[config.mk]
export PLATFORM = sky130hd
export DESIGN_NAME = us_dist_filter
export DESIGN_NICKNAME = d
export VERILOG_FILES = /design/src/rtl/us_pkg.sv /design/src/rtl/us_win_buf.sv /design/src/rtl/us_dist_filter.sv
export SDC_FILE = /design/constraint.sdc
export NUM_CORES = 1
export LEC_CHECK = 0
export CORE_ASPECT_RATIO = 0.75
export CORE_UTILIZATION = 62
export DETAILED_ROUTE_END_ITERATION = 6
export PLACE_DENSITY = 0.84
export RECOVER_POWER = 50
export SETUP_SLACK_MARGIN = 0.15
export SYNTH_ARGS = -nofsm -noshare
export SYNTH_HDL_FRONTEND = slang
export SYNTH_SLANG_ARGS = --single-unit
export TNS_END_PERCENT = 5
[constraint.sdc]
create_clock -name PCLK -period 7.6 [get_ports PCLK]
set_clock_uncertainty 0.05 [all_clocks]
set_input_delay 2.28 -clock PCLK [delete_from_list [all_inputs] [get_ports PCLK]]
set_output_delay 2.28 -clock PCLK [all_outputs]
set_load 0.005 [all_outputs]
[src/rtl/us_pkg.sv]
`default_nettype none
// +--------------------------------------------------------------------+
// | us_pkg: shared types and defaults for the ultrasonic distance filter |
// | Revision: 1.0                                                        |
// +--------------------------------------------------------------------+
package us_pkg;

    localparam int DW_DEF       = 10;
    localparam int WIN_LOG2_DEF = 2;
    localparam int ERR_CODE_DEF = 1000;
    localparam int MAX_ERR_DEF  = 3;

    typedef enum logic [1:0] {
        FILL  = 2'd0,
        RUN   = 2'd1,
        FAULT = 2'd2
    } state_t;

endpackage
`default_nettype wire

[src/rtl/us_win_buf.sv]
`default_nettype none
// +--------------------------------------------------------------------+
// | us_win_buf: N-entry circular sample window with running sum and fill |
// | Revision: 1.0                                                        |
// +--------------------------------------------------------------------+
module us_win_buf #(
    parameter int DW       = 10,
    parameter int WIN_LOG2 = 2
) (
    input  logic                   PCLK,
    input  logic                   PRESET,
    input  logic                   clr_i,
    input  logic                   flush_i,
    input  logic                   push_i,
    input  logic [DW-1:0]          value_i,
    output logic [DW+WIN_LOG2-1:0] sum_nxt_o,
    output logic [WIN_LOG2:0]      fill_o,
    output logic [WIN_LOG2:0]      fill_nxt_o
);

    localparam int                c_depth = 1 << WIN_LOG2;
    localparam logic [WIN_LOG2:0] c_full  = (WIN_LOG2+1)'(c_depth);

    logic [DW-1:0]          mem_q [c_depth];
    logic [DW-1:0]          mem_d [c_depth];
    logic [WIN_LOG2-1:0]    wp_q, wp_d;
    logic [DW+WIN_LOG2-1:0] sum_q, sum_d;
    logic [WIN_LOG2:0]      fill_q, fill_d;

    // Unwritten slots are always zero, so subtracting the slot under wp is
    // correct both while filling and once the window is full.
    always_comb begin
        mem_d  = mem_q;
        wp_d   = wp_q;
        sum_d  = sum_q;
        fill_d = fill_q;
        if (flush_i) begin
            for (int i = 0; i < c_depth; i++) begin
                mem_d[i] = '0;
            end
            wp_d   = '0;
            sum_d  = '0;
            fill_d = '0;
        end
        if (push_i) begin
            sum_d       = sum_d - {{WIN_LOG2{1'b0}}, mem_d[wp_d]} + {{WIN_LOG2{1'b0}}, value_i};
            mem_d[wp_d] = value_i;
            wp_d        = wp_d + WIN_LOG2'(1);
            if (fill_d != c_full) begin
                fill_d = fill_d + (WIN_LOG2+1)'(1);
            end
        end
    end

    always_ff @(posedge PCLK or posedge PRESET) begin
        if (PRESET) begin
            for (int i = 0; i < c_depth; i++) begin
                mem_q[i] <= '0;
            end
            wp_q   <= '0;
            sum_q  <= '0;
            fill_q <= '0;
        end else if (clr_i) begin
            for (int i = 0; i < c_depth; i++) begin
                mem_q[i] <= '0;
            end
            wp_q   <= '0;
            sum_q  <= '0;
            fill_q <= '0;
        end else begin
            mem_q  <= mem_d;
            wp_q   <= wp_d;
            sum_q  <= sum_d;
            fill_q <= fill_d;
        end
    end

    assign sum_nxt_o  = sum_d;
    assign fill_o     = fill_q;
    assign fill_nxt_o = fill_d;

endmodule
`default_nettype wire

[src/rtl/us_dist_filter.sv]
`default_nettype none
// +--------------------------------------------------------------------+
// | us_dist_filter: moving-average distance filter, error reject, near IRQ |
// | Revision: 1.0                                                        |
// +--------------------------------------------------------------------+
module us_dist_filter
    import us_pkg::*;
#(
    parameter int DW       = us_pkg::DW_DEF,
    parameter int WIN_LOG2 = us_pkg::WIN_LOG2_DEF,
    parameter int ERR_CODE = us_pkg::ERR_CODE_DEF,
    parameter int MAX_ERR  = us_pkg::MAX_ERR_DEF
) (
    input  logic                PCLK,
    input  logic                PRESET,
    input  logic                clr,
    input  logic                sample_vld,
    input  logic [DW-1:0]       sample_dist,
    input  logic [DW-1:0]       thr_near,
    input  logic [DW-1:0]       hyst,
    output logic [DW-1:0]       avg_dist,
    output logic                avg_vld,
    output logic                near_flag,
    output logic                irq,
    output logic                fault,
    output logic [WIN_LOG2:0]   fill
);

    localparam logic [WIN_LOG2:0] c_full     = (WIN_LOG2+1)'(1 << WIN_LOG2);
    localparam int                c_ew       = $clog2(MAX_ERR + 1);
    localparam logic [c_ew-1:0]   c_max_err  = c_ew'(MAX_ERR);
    localparam logic [31:0]       c_err_code = ERR_CODE;

    state_t                 state_q, state_d;
    logic [c_ew-1:0]        err_q, err_d;
    logic [DW-1:0]          avg_q, avg_d;
    logic                   avg_vld_q, avg_vld_d;
    logic                   near_q, near_d;
    logic                   irq_q, irq_d;
    logic                   fault_q, fault_d;

    logic                   w_push, w_flush, w_is_err;
    logic [DW+WIN_LOG2-1:0] w_sum_nxt;
    logic [WIN_LOG2:0]      w_fill_nxt;
    logic [DW-1:0]          w_avg_new;
    logic [DW:0]            w_clr_lvl;

    us_win_buf #(
        .DW       (DW),
        .WIN_LOG2 (WIN_LOG2)
    ) u_win_buf (
        .PCLK       (PCLK),
        .PRESET     (PRESET),
        .clr_i      (clr),
        .flush_i    (w_flush),
        .push_i     (w_push),
        .value_i    (sample_dist),
        .sum_nxt_o  (w_sum_nxt),
        .fill_o     (fill),
        .fill_nxt_o (w_fill_nxt)
    );

    assign w_is_err  = (32'(sample_dist) >= c_err_code);
    assign w_avg_new = DW'(w_sum_nxt >> WIN_LOG2);
    // One extra bit keeps thr_near + hyst from wrapping.
    assign w_clr_lvl = {1'b0, thr_near} + {1'b0, hyst};

    always_comb begin
        state_d   = state_q;
        err_d     = err_q;
        avg_d     = avg_q;
        avg_vld_d = 1'b0;
        near_d    = near_q;
        irq_d     = 1'b0;
        fault_d   = fault_q;
        w_push    = 1'b0;
        w_flush   = 1'b0;
        if (sample_vld) begin
            if (w_is_err) begin
                if (state_q != FAULT) begin
                    if (err_q != c_max_err) begin
                        err_d = err_q + c_ew'(1);
                    end
                    if (err_d == c_max_err) begin
                        state_d = FAULT;
                        fault_d = 1'b1;
                    end
                end
            end else begin
                err_d  = '0;
                w_push = 1'b1;
                if (state_q == FAULT) begin
                    w_flush = 1'b1;
                    fault_d = 1'b0;
                    state_d = FILL;
                end else if (w_fill_nxt == c_full) begin
                    state_d   = RUN;
                    avg_d     = w_avg_new;
                    avg_vld_d = 1'b1;
                    if (w_avg_new < thr_near) begin
                        near_d = 1'b1;
                        irq_d  = ~near_q;
                    end else if ({1'b0, w_avg_new} >= w_clr_lvl) begin
                        near_d = 1'b0;
                    end
                end
            end
        end
    end

    always_ff @(posedge PCLK or posedge PRESET) begin
        if (PRESET) begin
            state_q   <= FILL;
            err_q     <= '0;
            avg_q     <= '0;
            avg_vld_q <= 1'b0;
            near_q    <= 1'b0;
            irq_q     <= 1'b0;
            fault_q   <= 1'b0;
        end else if (clr) begin
            state_q   <= FILL;
            err_q     <= '0;
            avg_q     <= '0;
            avg_vld_q <= 1'b0;
            near_q    <= 1'b0;
            irq_q     <= 1'b0;
            fault_q   <= 1'b0;
        end else begin
            state_q   <= state_d;
            err_q     <= err_d;
            avg_q     <= avg_d;
            avg_vld_q <= avg_vld_d;
            near_q    <= near_d;
            irq_q     <= irq_d;
            fault_q   <= fault_d;
        end
    end

    assign avg_dist  = avg_q;
    assign avg_vld   = avg_vld_q;
    assign near_flag = near_q;
    assign irq       = irq_q;
    assign fault     = fault_q;

endmodule
`default_nettype wire

==> results.json, run 1 <==
{
  "status": "complete, but fails checks",
  "violations": "capacitance limit, slew limit",
  "synth-seq-cells": 75,
  "rsz0062_at_grt": "false",
  "cp_common_cell": "o21a_1",
  "synth_cells": 538,
  "leakagePower_nw": 2.73,
  "clockBufferDepth": 2,
  "synthDistinctLibCells": 55,
  "grt_pass1_wl_um": 21200,
  "stdcell_count": 700,
  "antenna_found_initial": 0,
  "grt_max_degree": 76,
  "fmax_ghz": 0.140,
  "min_period_ns": 7.16,
  "multi_input_area_mm2": 0.00307,
  "critical_path.startpoint_type": "input port",
  "final_common_cell": "nor2_1",
  "ctsRootBufferMaster": "clkbuf_8",
  "core.rowCount": 28,
  "clk_pin_slew_ns": 0.08,
  "clock-sinks": 75,
  "die_x_um": 107,
  "grt_pass1_vias": 4424,
  "synth_edf_count": 0,
  "slew_headroom_pct": -166,
  "synthesis.area_mm2": 0.00513,
  "drtPass1Iterations": 6,
  "post_route_cells_drive_above_1_share_pct": 8.91,
  "place_inst": 684,
  "wl_met1_um": 5530,
  "cts_tree": "yes",
  "slew_violations": 76,
  "hold_buffers": 0,
  "timing.critical_path.cells": "clkdlybuf4s50_1 -> o211ai_1 -> o21a_1 -> nand2_2 -> buf_4 -> and2_1 -> fa_1 -> ha_1 -> o21a_1 -> a21o_1 -> a21oi_1 -> xnor2_1 -> mux2i_1 -> inv_1 -> ha_1 -> o21a_1 -> o21ai_0 -> a22oi_1 -> o21ai_0 -> o21a_1 -> maj3_2 -> o21ai_1 -> o211ai_1",
  "yosysTopAreaCell": "dfrtp_1",
  "clkLatencyLatePin_ns": 0.37,
  "final_core_util_pct": 75.4,
  "nets": 681,
  "setup_violations": 0,
  "ios": 51,
  "fin_setup_tns_ns": 0,
  "worst-path-max-fanout": 13,
  "synth_fp_nets": 628,
  "fill_cells": 564,
  "hp-class": "register to register",
  "mostFrequentLayoutCells": "76 x nor2_1, 75 x dfrtp_1, 45 x ha_1",
  "r2r-start": "u_win_buf.wp_q[0]",
  "area_delta_synth_final_pct": 17.0,
  "timing.hold.ws_ns": 0.423,
  "routed-wl-met2_um": 6090,
  "cp-end-kind": "register",
  "synth_ff_type": "dfrtp_1",
  "drt_wl_total_um": 12900,
  "dpl.hpwl_um": 9290,
  "drv_cap": 1,
  "totalPowerFinal_mw": 1.72,
  "yosysSeqAreaShare_pct": 36.6,
  "die_height_um": 80.8,
  "hold_violations": 0,
  "vias": 4448,
  "hp-start": "near_flag",
  "p_per_area_mw_per_mm2": 287,
  "antenna_cells": 0,
  "regArea_mm2": 0.00188,
  "slowest_stage": "fa_1",
  "highest_layer": "met4",
  "io_buffers": 50,
  "avgRoutedWirePerCell_um": 18.4,
  "ant_nets": 0,
  "synthArstFlopShare_pct": 100,
  "cp_data_required_time_ns": 7.79,
  "critical_path_class": "input port to register",
  "syn-mean-instance-area_um2": 9.53,
  "viasPerCell": 6.35,
  "worstSetupStartpoint": "sample_dist[4]",
  "slowest_delay_ns": 0.44,
  "drc": 0,
  "cp_data_arrival_time_ns": 7.35,
  "yosysWarnings": 0,
  "place_congestion": 0.915,
  "cts_made_buffers": 9,
  "yosys-top-cells-area": "dfrtp_1 37%, ha_1 11%, a22oi_1 6.0%, nor2_1 5.6%, mux4_2 4.4%",
  "tightest_slew_ns": 3.99,
  "grt_use_total_pct": 32.2,
  "synth_top_area_share_pct": 36.6,
  "htreeDepth": 3,
  "drt_first_iter_violations": 301,
  "dr_wl_met3_um": 992,
  "core_mm2": 0.00795,
  "floorplan.initialDensity_pct": 64.5,
  "ir_drop_uv": 242,
  "gr-total-overflow": 0,
  "dieArea_mm2": 0.00864,
  "fin_crit_sh_pct": 94.2
}
[final cells by class]
class	instances	area share (%)
sequential	75	31.3
timing repair buffer	66	10.1
inverter	29	1.81
clock inverter	5	1.31
clock buffer	10	2.13
multi-input combinational	410	51.1
tap	105	2.19
[registers in the layout (all words and copies together) (netlist names)]
signal,count
u_win_buf.sum_q,12
u_win_buf.fill_o,3
err_q,2
avg_vld,1
near_flag,1
irq,1
u_win_buf.wp_q,2
state_q,2
avg_dist,10
fault,1
u_win_buf.mem_q,40
[timing repair]
action                                  in CTS  in global routing
gates resized for setup                      0                  6
endpoints found under the setup margin       0                  2
setup buffers                                0                  1
[kinds of logic (layout without fill, tap and decap cells)]
group,count (synthesis),count (layout),synth area share [%]
DFF,75,75,36.6
and+or+nand+nor,173,173,15.5
xor gates and xnor gates,14,14,2.39
muxes,18,18,6.07
adders and majority gates,58,58,15.7
AOI/OAI and AO/OA,147,147,19.8
buffers and inverters,53,110,4.00
[power by group]
part	switching, mW	internal [mW]	total [mW]
clock network	0.150	0.183	0.332
registers	0.0357	0.437	0.472
logic	0.511	0.403	0.915
[metal layers]
layer / track usage, % / vias up
met5: 0 / -
met4: 11.4 / 0
met3: 7.78 / 29
met2: 52.9 / 208
met1: 42.1 / 2188
li1: - / 2023
[cell usage after synthesis, types with 2 or more instances]
master      n
dfrtp_1    75
and2_1     18
a22oi_1    41
ha_1       45
o21a_1      7
o21bai_1    3
mux2i_1     6
a211oi_1    9
xor2_1      6
o31ai_1     2
a21o_1      9
a211oi_2    2
fa_1       11
nand3_1    10
clkbuf_1   13
a21oi_1    26
nand4b_1    2
o2111ai_1   2
nand2_1    37
xnor2_1     8
nor2b_1     7
buf_2       5
nand2b_1    6
mux4_2     10
or3_1       2
nand3b_1    2
inv_1      29
nor2_1     76
buf_1       6
o211ai_1    3
o41ai_1     2
nor3_1      7
o21ai_0    23
o21ai_1     7
[per-stage QoR]
step           cell area, um2  setup WS, ns
6_report                 6000         0.441
2_1_floorplan            5130         0.811
4_1_cts                  5980         0.311
3_5_place_dp             5770      -0.00712
5_1_grt                  6000         0.153
3_3_place_gp             5770         0.290
[final timing paths]
kind | end | depth (start not counted) | slack (ns)
worst max-delay path | near_flag | 23 | 0.44
worst min-delay path | irq | 1 | 0.42
worst max register to register | near_flag | 19 | 2.18
worst min register to register | irq | 1 | 0.42
max in group asynchronous | u_win_buf.mem_q[11] | 3 | 1.40
min in group asynchronous | u_win_buf.mem_q[17] | 3 | 3.87
[critical path: cells and delay by family]
kind,cells,cell delay (ns)
buffers and inverters,3,0.78
and+or+nand+nor,2,0.35
xor gates and xnor gates,1,0.09
adders and majority gates,4,1.43
muxes,1,0.23
AOI/OAI and AO/OA,12,2.19
Power figures use the tool's default switching activity.
==> inputs of run 2 (changes only) <==
- PLACE_DENSITY: 0.84 -> 0.86
==> results.json, run 2 (synthesized netlist as in run 1, its figures left out) <==
{
  "slew_headroom_pct": -166,
  "cts_tree": "yes",
  "clock-sinks": 75,
  "vias": 4400,
  "core_mm2": 0.00795,
  "cp_data_arrival_time_ns": 7.32,
  "post_route_cells_drive_above_1_share_pct": 8.25,
  "die_x_um": 107,
  "rsz0062_at_grt": "false",
  "min_to": "irq",
  "place_congestion": 0.931,
  "final_common_cell": "nor2_1",
  "gr-total-overflow": 0,
  "ctsRootBufferMaster": "clkbuf_8",
  "critical_path_class": "input port to register",
  "hp-class": "register to register",
  "core.rowCount": 28,
  "hold_depth": 1,
  "ant_nets": 0,
  "critical_path.startpoint_type": "input port",
  "dpl.hpwl_um": 9180,
  "drc": 0,
  "avgRoutedWirePerCell_um": 18.3,
  "violations": "capacitance limit, slew limit",
  "area_delta_synth_final_pct": 16.3,
  "cp_data_required_time_ns": 7.78,
  "ios": 51,
  "mostFrequentLayoutCells": "76 x nor2_1, 75 x dfrtp_1, 45 x ha_1",
  "final.setup.worst_slack_ns": 0.458,
  "rr_endpoint": "near_flag",
  "drtPass1Iterations": 7,
  "rrSetupSlack_ns": 2.25,
  "status": "complete, but fails checks",
  "clkLatencyLatePin_ns": 0.37,
  "leakagePower_nw": 2.72,
  "timing.hold.ws_ns": 0.434,
  "grt_use_total_pct": 32.0,
  "final_core_util_pct": 75.0,
  "fmax_ghz": 0.140,
  "hold_violations": 0,
  "largest_reg_flops": 40,
  "viasPerCell": 6.29,
  "min_period_ns": 7.14,
  "antenna_found_initial": 0,
  "ir_drop_uv": 198,
  "r2r_cells": 18,
  "dieArea_mm2": 0.00864,
  "antenna_cells": 0,
  "htreeDepth": 3,
  "drv_cap": 1,
  "tightest_slew_ns": 3.99,
  "nets": 680,
  "grt_pass1_vias": 4354,
  "place_ws_ns": 0.148,
  "clockBufferDepth": 2,
  "drt_wl_total_um": 12800,
  "worst-path-max-fanout": 10,
  "cts_made_buffers": 9,
  "floorplan.initialDensity_pct": 64.5,
  "setup_violations": 0,
  "hp-start": "near_flag",
  "die_height_um": 80.8,
  "io_buffers": 50,
  "drt_first_iter_violations": 285,
  "r2r-start": "u_win_buf.wp_q[0]",
  "cp-end-kind": "register",
  "regMostFlops": "u_win_buf.mem_q",
  "fin_setup_tns_ns": 0,
  "grt_max_degree": 76,
  "p_per_area_mw_per_mm2": 282,
  "slew_violations": 76,
  "cts_setup_buffers": 0,
  "clk_pin_slew_ns": 0.07,
  "grt_pass1_wl_um": 20900,
  "fin_crit_sh_pct": 94.0
}
## run 2: critical path: stages
cell           delay, ns
dlygate4sd3_1       0.57
nand3_1             0.23
o21a_1              0.27
nand2_2             0.16
buf_4               0.18
nand2_1             0.06
ha_1                0.26
inv_1               0.03
ha_1                0.22
fa_1                0.45
a211oi_1            0.32
o21bai_1            0.20
a21o_1              0.19
a21oi_1             0.19
xnor2_1             0.09
mux2i_1             0.29
inv_1               0.13
ha_1                0.32
a21o_1              0.11
a21oi_1             0.07
o21a_1              0.12
maj3_2              0.30
o21ai_1             0.16
o211ai_1            0.11
## run 2: per-stage QoR
stage               std cells  area, um2  total power, mW
floorplan                 538       5130             1.13
global placement          684       5770             1.31
detailed placement        684       5770             1.34
global route              699       5970             1.80
finish                    699       5970             1.68
CTS                       699       5970             1.67
## run 2: power breakdown
group          internal [mW]  total, mW  switching [mW]  leakage [nW]
combinational          0.396      0.892           0.495          1.59
sequential             0.437      0.472          0.0353          1.03
clock                  0.168      0.320           0.153         0.106
## run 2: layout make-up
type / instances / area (um2)
Timing Repair Buffer: 65 / 601
Multi-Input combinational cell: 410 / 3050
Sequential cell: 75 / 1880
Clock inverter: 4 / 48.8
Fill cell: 559 / 1990
Clock buffer: 11 / 151
Tap cell: 105 / 131
Inverter: 29 / 109
## run 2: worst max-delay path by stage
stage / startpoint / to / depth (start not counted)
2_1_floorplan: sample_dist[3] / near_flag / 24
3_3_place_gp: sample_dist[3] / near_flag / 23
3_5_place_dp: sample_dist[8] / near_flag / 22
4_1_cts: sample_dist[8] / near_flag / 22
5_1_grt: sample_dist[8] / near_flag / 24
6_report: sample_dist[8] / near_flag / 24
## run 2: routing by layer
metal	part of all wire [%]	wire length [um]	global-route usage, %
met1	44	5650	42.4
met2	47	6060	51.5
met3	6.5	836	7.78
met4	2.1	265	12.3
met5	0	0	0
## run 2: repair_timing
action / in CTS / in global routing
setup endpoints to repair: 0 / 2
hold buffers: 0 / 0
resized for setup: 0 / 1
